### src/rtl/pcie_dma_burst_cmd_fifo_if.sv
// Command FIFO bus: producer write side, consumer FWFT read side, status and error flags.
// The master modport is the side that drives writes/pops; the FIFO attaches as slave.
interface pcie_dma_burst_cmd_fifo_if #(
  parameter int P_DATA_WIDTH  = 46,
  parameter int P_DEPTH_WIDTH = 5,
  parameter int P_ALLOC_WIDTH = 2
);
  logic                                   wr_en;
  logic [P_DATA_WIDTH-1:0]                wr_data;
  logic                                   full_n;
  logic                                   rd_en;
  logic [P_DATA_WIDTH-1:0]                rd_data;
  logic                                   rd_last;
  logic                                   empty_n;
  logic [P_DEPTH_WIDTH-P_ALLOC_WIDTH:0]   cmd_count;
  logic                                   almost_full;
  logic                                   overflow;
  logic                                   underflow;
  logic                                   err_clr;

  modport master (
    output wr_en, wr_data, rd_en, err_clr,
    input  full_n, rd_data, rd_last, empty_n, cmd_count, almost_full, overflow, underflow
  );

  modport slave (
    input  wr_en, wr_data, rd_en, err_clr,
    output full_n, rd_data, rd_last, empty_n, cmd_count, almost_full, overflow, underflow
  );
endinterface

### src/rtl/pcie_dma_burst_cmd_fifo.sv
// Burst-atomic DMA command FIFO: commands become readable 2 cycles after their last word, FWFT read.
// Backpressure via full_n on command starts only (mid-command words always land); drops/empty pops set sticky flags.
module pcie_dma_burst_cmd_fifo #(
  parameter int P_DATA_WIDTH   = 46,
  parameter int P_DEPTH_WIDTH  = 5,
  parameter int P_ALLOC_WIDTH  = 2,
  parameter int P_AFULL_THRESH = 6
) (
  input logic                      clk_i,
  input logic                      rst_i,
  pcie_dma_burst_cmd_fifo_if.slave cmd_if
);
  localparam int PW    = P_DEPTH_WIDTH + 1;
  localparam int AW    = P_ALLOC_WIDTH;
  localparam int CW    = P_DEPTH_WIDTH - P_ALLOC_WIDTH + 1;
  localparam int NWORD = 1 << P_DEPTH_WIDTH;
  localparam logic [CW-1:0] SLOTS = CW'(1 << (CW - 1));
  localparam logic [CW-1:0] AFULL = CW'(P_AFULL_THRESH);

  logic [P_DATA_WIDTH-1:0] mem_q [NWORD];

  logic [PW-1:0]           wr_ptr_q, wr_ptr_d;
  logic [PW-1:0]           rd_ptr_q, rd_ptr_d;
  logic [PW-1:0]           commit_ptr_q, commit_ptr_d;
  logic [PW-1:0]           pend_ptr_q, pend_ptr_d;
  logic                    pend_q, pend_d;
  logic [CW-1:0]           cmd_count_q, cmd_count_d;
  logic                    full_n_q, full_n_d;
  logic                    almost_full_q, almost_full_d;
  logic                    empty_n_q, empty_n_d;
  logic                    overflow_q, overflow_d;
  logic                    underflow_q, underflow_d;
  logic                    rd_last_q, rd_last_d;
  logic [P_DATA_WIDTH-1:0] rd_data_q;

  logic                     wr_start, wr_acc, wr_end, pop;
  logic [CW-1:0]            wr_slot;
  logic [P_DEPTH_WIDTH-1:0] rd_addr;

  always_comb begin
    wr_start      = (wr_ptr_q[AW-1:0] == '0);
    wr_acc        = cmd_if.wr_en && (!wr_start || full_n_q);
    wr_end        = wr_acc && (&wr_ptr_q[AW-1:0]);
    pop           = cmd_if.rd_en && empty_n_q;
    wr_ptr_d      = wr_ptr_q + PW'(wr_acc);
    rd_ptr_d      = rd_ptr_q + PW'(pop);
    // Commit lags the last word by one edge; pend_ptr holds the end-of-command pointer meanwhile.
    pend_d        = wr_end;
    pend_ptr_d    = wr_end ? wr_ptr_d : pend_ptr_q;
    commit_ptr_d  = pend_q ? pend_ptr_q : commit_ptr_q;
    // A partially written command already owns its slot, so round the write slot up.
    wr_slot       = wr_ptr_d[PW-1:AW] + CW'(|wr_ptr_d[AW-1:0]);
    cmd_count_d   = wr_slot - rd_ptr_d[PW-1:AW];
    full_n_d      = (cmd_count_d < SLOTS);
    almost_full_d = (cmd_count_d >= AFULL);
    empty_n_d     = (rd_ptr_d != commit_ptr_q);
    rd_addr       = rd_ptr_d[P_DEPTH_WIDTH-1:0];
    rd_last_d     = &rd_ptr_d[AW-1:0];
    overflow_d    = (overflow_q && !cmd_if.err_clr) || (cmd_if.wr_en && wr_start && !full_n_q);
    underflow_d   = (underflow_q && !cmd_if.err_clr) || (cmd_if.rd_en && !empty_n_q);
  end

  always_ff @(posedge clk_i) begin
    if (wr_acc) begin
      mem_q[wr_ptr_q[P_DEPTH_WIDTH-1:0]] <= cmd_if.wr_data;
    end
  end

  always_ff @(posedge clk_i) begin
    if (rst_i) begin
      wr_ptr_q      <= '0;
      rd_ptr_q      <= '0;
      commit_ptr_q  <= '0;
      pend_ptr_q    <= '0;
      pend_q        <= 1'b0;
      cmd_count_q   <= '0;
      full_n_q      <= 1'b1;
      almost_full_q <= 1'b0;
      empty_n_q     <= 1'b0;
      overflow_q    <= 1'b0;
      underflow_q   <= 1'b0;
      rd_last_q     <= 1'b0;
      rd_data_q     <= '0;
    end else begin
      wr_ptr_q      <= wr_ptr_d;
      rd_ptr_q      <= rd_ptr_d;
      commit_ptr_q  <= commit_ptr_d;
      pend_ptr_q    <= pend_ptr_d;
      pend_q        <= pend_d;
      cmd_count_q   <= cmd_count_d;
      full_n_q      <= full_n_d;
      almost_full_q <= almost_full_d;
      empty_n_q     <= empty_n_d;
      overflow_q    <= overflow_d;
      underflow_q   <= underflow_d;
      rd_last_q     <= rd_last_d;
      rd_data_q     <= mem_q[rd_addr];
    end
  end

  assign cmd_if.full_n      = full_n_q;
  assign cmd_if.rd_data     = rd_data_q;
  assign cmd_if.rd_last     = rd_last_q;
  assign cmd_if.empty_n     = empty_n_q;
  assign cmd_if.cmd_count   = cmd_count_q;
  assign cmd_if.almost_full = almost_full_q;
  assign cmd_if.overflow    = overflow_q;
  assign cmd_if.underflow   = underflow_q;
endmodule
### src/flat_wrapper.sv
// flat-port wrapper written by rule: the top's interface ports become plain ports
module pcie_dma_burst_cmd_fifo_flat 
#(
  parameter int P_DATA_WIDTH   = 46,
  parameter int P_DEPTH_WIDTH  = 5,
  parameter int P_ALLOC_WIDTH  = 2,
  parameter int P_AFULL_THRESH = 6
)
  (clk_i, rst_i, cmd_if_wr_en, cmd_if_wr_data, cmd_if_rd_en, cmd_if_err_clr, cmd_if_full_n, cmd_if_rd_data, cmd_if_rd_last, cmd_if_empty_n, cmd_if_cmd_count, cmd_if_almost_full, cmd_if_overflow, cmd_if_underflow);
  pcie_dma_burst_cmd_fifo_if #(.P_DATA_WIDTH(P_DATA_WIDTH), .P_DEPTH_WIDTH(P_DEPTH_WIDTH), .P_ALLOC_WIDTH(P_ALLOC_WIDTH)) cmd_if_i ();
  input logic clk_i;
  input logic rst_i;
  input wire logic [$bits(cmd_if_i.wr_en)-1:0] cmd_if_wr_en;
  input wire logic [$bits(cmd_if_i.wr_data)-1:0] cmd_if_wr_data;
  input wire logic [$bits(cmd_if_i.rd_en)-1:0] cmd_if_rd_en;
  input wire logic [$bits(cmd_if_i.err_clr)-1:0] cmd_if_err_clr;
  output wire logic [$bits(cmd_if_i.full_n)-1:0] cmd_if_full_n;
  output wire logic [$bits(cmd_if_i.rd_data)-1:0] cmd_if_rd_data;
  output wire logic [$bits(cmd_if_i.rd_last)-1:0] cmd_if_rd_last;
  output wire logic [$bits(cmd_if_i.empty_n)-1:0] cmd_if_empty_n;
  output wire logic [$bits(cmd_if_i.cmd_count)-1:0] cmd_if_cmd_count;
  output wire logic [$bits(cmd_if_i.almost_full)-1:0] cmd_if_almost_full;
  output wire logic [$bits(cmd_if_i.overflow)-1:0] cmd_if_overflow;
  output wire logic [$bits(cmd_if_i.underflow)-1:0] cmd_if_underflow;
  assign cmd_if_i.wr_en = cmd_if_wr_en;
  assign cmd_if_i.wr_data = cmd_if_wr_data;
  assign cmd_if_i.rd_en = cmd_if_rd_en;
  assign cmd_if_i.err_clr = cmd_if_err_clr;
  assign cmd_if_full_n = cmd_if_i.full_n;
  assign cmd_if_rd_data = cmd_if_i.rd_data;
  assign cmd_if_rd_last = cmd_if_i.rd_last;
  assign cmd_if_empty_n = cmd_if_i.empty_n;
  assign cmd_if_cmd_count = cmd_if_i.cmd_count;
  assign cmd_if_almost_full = cmd_if_i.almost_full;
  assign cmd_if_overflow = cmd_if_i.overflow;
  assign cmd_if_underflow = cmd_if_i.underflow;
  pcie_dma_burst_cmd_fifo #(.P_DATA_WIDTH(P_DATA_WIDTH), .P_DEPTH_WIDTH(P_DEPTH_WIDTH), .P_ALLOC_WIDTH(P_ALLOC_WIDTH), .P_AFULL_THRESH(P_AFULL_THRESH)) u_core (.clk_i(clk_i), .rst_i(rst_i), .cmd_if(cmd_if_i));
endmodule
### config.mk
export PLATFORM = sky130hd
export DESIGN_NAME = pcie_dma_burst_cmd_fifo_flat
export DESIGN_NICKNAME = d
export VERILOG_FILES = /design/src/rtl/pcie_dma_burst_cmd_fifo_if.sv /design/src/rtl/pcie_dma_burst_cmd_fifo.sv /design/src/flat_wrapper.sv
export SDC_FILE = /design/constraint.sdc
export NUM_CORES = 2
export LEC_CHECK = 0
export ABC_AREA = 0
export ABC_CLOCK_PERIOD_IN_PS = 3700
export BUFFER_PORTS_ARGS = -buffer_cell sky130_fd_sc_hd__buf_2
export CORE_MARGIN = 4
export CORE_UTILIZATION = 45
export CTS_CLUSTER_DIAMETER = 50
export DETAILED_ROUTE_END_ITERATION = 10
export PLACE_DENSITY_LB_ADDON = 0.3
export REMOVE_ABC_BUFFERS = 1
export SYNTH_ARGS = -nofsm -noshare
export SYNTH_HDL_FRONTEND = slang
export SYNTH_SLANG_ARGS = --single-unit
### constraint.sdc
create_clock -name clk_i -period 3.7 [get_ports clk_i]
set_clock_uncertainty 0.2 [all_clocks]
set_input_delay 0.74 -clock clk_i [delete_from_list [all_inputs] [get_ports clk_i]]
set_output_delay 0.74 -clock clk_i [all_outputs]
set_load 0.02 [all_outputs]
==> results.yml <==
worst_setup_path:
  cp_max_fo: 47
  cp-end-kind: "flop"
  r2r_end: "u_core.cmd_if.rd_data[0]"
  start_kind: "flop"
  critical_path_class: "reg2reg"
  arrival_ps: 3660
  worstRegToRegCells: 9
  r2r_setup_slack_ps: 480
  startpoint: "u_core.cmd_if.empty_n"
  r2r_start: "u_core.cmd_if.empty_n"
  critPathRequiredTime_ps: 4140
floorplanning:
  boundaryPins: 107
  die-area_sq_um: 136000
  start_util: 0.453
  fp-row-count: 132
  core_sq_um: 129000
  die_h_um: 369
  die_w_um: 369
clock_tree:
  clock_latency_ps: 760
  cts_sinks: 1553
  clock_tree.root_cell: "clkbuf_16"
  cts.repair.resized: 0
  numCtsBuffers: 162
  htreeDepth: 4
  cts_buffer_depth: 3
  clk_pin_slew_ps: 60
  cts_tree: "yes"
power_and_ir_drop:
  combPwrFrac: 0.018
  leakage_nw: 21.4
  pwr-share-seq: 0.538
  peakVddDrop_mv: 0.471
  p_sw_frac: 0.199
  powerDensity_nw_per_um2: 531
  p_clk_frac: 0.443
  p_int_mw: 28.9
  p_switching_mw: 7.19
logic_synthesis:
  synthTopCellsByArea: "edfxtp_1 (75%), mux4_2 (14%), dfxtp_1 (2.8%)"
  yosysTopAreaCell: "edfxtp_1"
  postSynthAreaPerCell_sq_um: 20.7
  synth-edff-count: 1472
  synthCells: 2835
  ys.flop_type: "edfxtp_1"
  synthDistinctLibCells: 36
  yosysWarnings: 0
  synth.top_cell.area_share: 0.753
  syn_area_sq_um: 58700
  seq_area_frac_synth: 0.781
  ys_ff_latch: 1553
  synth_async_sr_flop_share: 0
detailed_routing:
  post-route-drc-count: 0
  vias: 29500
  wl_mm: 146
  firstDrtPassIters: 5
  antenna_left: 0
  via_per_inst: 5.96
  avgRoutedWirePerCell_um: 29.6
  drt_iter0_drc: 3723
place:
  dp_hpwl_mm: 72.5
  io_buffers: 106
  gp_congestion: 0.773
  placed_cells: 4641
status:
  status: "finished clean"
layout:
  seqCellArea_sq_um: 45800
  fin_cells: 4947
  drive_above_1_share: 0.273
  multi_input_area_sq_um: 12400
  nFillCells: 9964
  syn_to_final_growth_pct: 15.8
  fin_nets: 3126
timing:
  setup_viol: 0
  worstMarginPinSlew_ps: 900
  layout_min_cycle_time_ps: 3220
  slew_headroom: 0.400
  max_freq_mhz: 311
  hold_viol: 0
  slew_violations: 0
  finalCritPeriodShare: 0.870
  rsz0062_at_grt: "false"
  timing.hold.ws_ps: 63.7
worst_hold_path:
  hold_path_end: "u_core.cmd_if.underflow"
  min_path_type: "in2reg"
  hold_depth: 3
  holdCritStartpoint: "cmd_if_rd_en"
global_route:
  track_usage: 0.215
  grt_pass1_wl_mm: 212
  grt_start_max_net_pins: 102
  antenna_found_initial: 15
  grt_pass1_vias: 30600
  gr-total-overflow: 0
job:
  cap_violations: 0
timing repair:
| item | CTS | global route |
|---|---|---|
| hold endpoints to repair | 1 | 0 |
| hold buffers | 1 | 0 |
| setup buffers | 0 | 0 |
how the worst max path moves through the flow:
stage / end / cells after the start / slack, ps
CTS: u_core.cmd_if.rd_data[0] / 9 / 480
detailed placement: u_core.cmd_if.rd_data[0] / 10 / 30
global route: u_core.cmd_if.rd_data[0] / 9 / 330
global placement: u_core.cmd_if.rd_data[43] / 10 / 170
floorplan: u_core.cmd_if.rd_data[0] / 7 / -12700
finish: u_core.cmd_if.rd_data[0] / 9 / 480
synth_stat cells (2+ instances only):
cell type  instances
edfxtp_1        1472
nand2_1          377
mux4_2           368
nand3_1           98
dfxtp_1           81
clkbuf_1          79
nor2_1            58
a31oi_1           47
and3_1            47
a32o_1            46
buf_2             45
buf_1             24
buf_6             11
ha_1              10
inv_1              8
xnor2_1            8
nor2b_1            7
xor2_1             7
mux2i_1            6
a21oi_1            5
nand3b_1           5
a211oi_1           4
and2_1             4
buf_4              3
a21o_1             2
nand2b_1           2
or3b_2             2
cell type report:
cell class,count,share of cell area
Tap cell,1742,0.0321
Antenna cell,2,0.0000736
Sequential cell,1553,0.674
Clock inverter,93,0.0131
Clock buffer,210,0.0652
Inverter,9,0.000608
Timing Repair Buffer,227,0.0326
Multi-Input combinational cell,1111,0.182
power groups by stage:
stage          clock, mW  combinational, mW  sequential (mW)
2_1_floorplan          0              0.191             19.8
3_3_place_gp           0              0.631             19.8
3_5_place_dp           0              0.668             19.8
4_1_cts             16.3              0.670             19.4
5_1_grt             17.1              0.719             19.4
6_report            16.0              0.665             19.4
through the flow:
step	setup WS [ps]	total power [mW]	util	setup TNS (ps)	instance area, sq um
after global routing	334	37.2	0.525	0	67900
after global placement	170	20.4	0.484	0	62600
after floorplan	-12700	20.0	-	-701330	57900
after CTS	480	36.4	0.525	0	67900
final	482	36.1	0.525	0	68000
after detailed placement	30.7	20.5	0.484	0	62600
cells by family (layout without fill, tap and decap cells):
family | after synthesis | count (layout) | synth area share
compound gates | 105 | 105 | 0.0142
xor+xnor | 17 | 17 | 0.00290
fa+ha+maj | 11 | 11 | 0.00247
buf+inv | 171 | 539 | 0.0135
flops | 1553 | 1553 | 0.781
mux | 374 | 374 | 0.142
other cells | 0 | 2 | 0
simple gates | 604 | 604 | 0.0439
cell usage in the layout, fill, tap and decap left out, types with 2 or more instances in the layout:
cell type,count
edfxtp_1,1472
nand2_1,377
mux4_2,368
clkbuf_16,168
buf_2,106
nand3_1,98
dfxtp_1,81
buf_12,62
buf_4,58
and3_1,47
a31oi_1,47
a32o_1,46
clkbuf_1,35
nor2_4,33
clkinv_1,29
nor2_1,25
clkinv_2,19
bufinv_16,12
inv_6,10
clkinv_4,10
clkinvlp_4,9
ha_1,8
xor2_1,7
inv_1,7
xnor2_1,7
nor2b_1,7
clkbuf_8,7
mux2i_1,6
nand3b_1,5
a21oi_1,5
a211oi_1,4
and2_1,3
clkinv_8,3
diode_2,2
or3b_2,2
nand2b_1,2
a21o_1,2
ha_4,2
inv_16,2
critical path: stages, from the launching register on:
cell,delay [ps]
dfxtp_1,340
and2_1,180
ha_4,160
nand3_1,150
xnor2_2,240
buf_4,730
buf_4,490
and3_1,250
a31oi_1,60
a32o_1,260
flip-flops by register name, indices dropped and copies added, names as in the netlist, 4 cells and up:
signal / cells
u_core.pend_ptr_q: 6
u_core.cmd_if.rd_data: 46
u_core.commit_ptr_q: 6
u_core.rd_ptr_q: 6
u_core.cmd_if.cmd_count: 4
u_core.mem_q: 1472
u_core.wr_ptr_q: 6
per-layer routing:
metal / up-vias / GRT usage / part of all wire
met5: - / 0.00890 / 0.0015
met4: 10 / 0.0581 / 0.022
met3: 228 / 0.0453 / 0.086
met2: 1456 / 0.340 / 0.48
met1: 15800 / 0.308 / 0.41
li1: 12000 / - / -
Note: power is estimated with default switching activity, not from simulation.
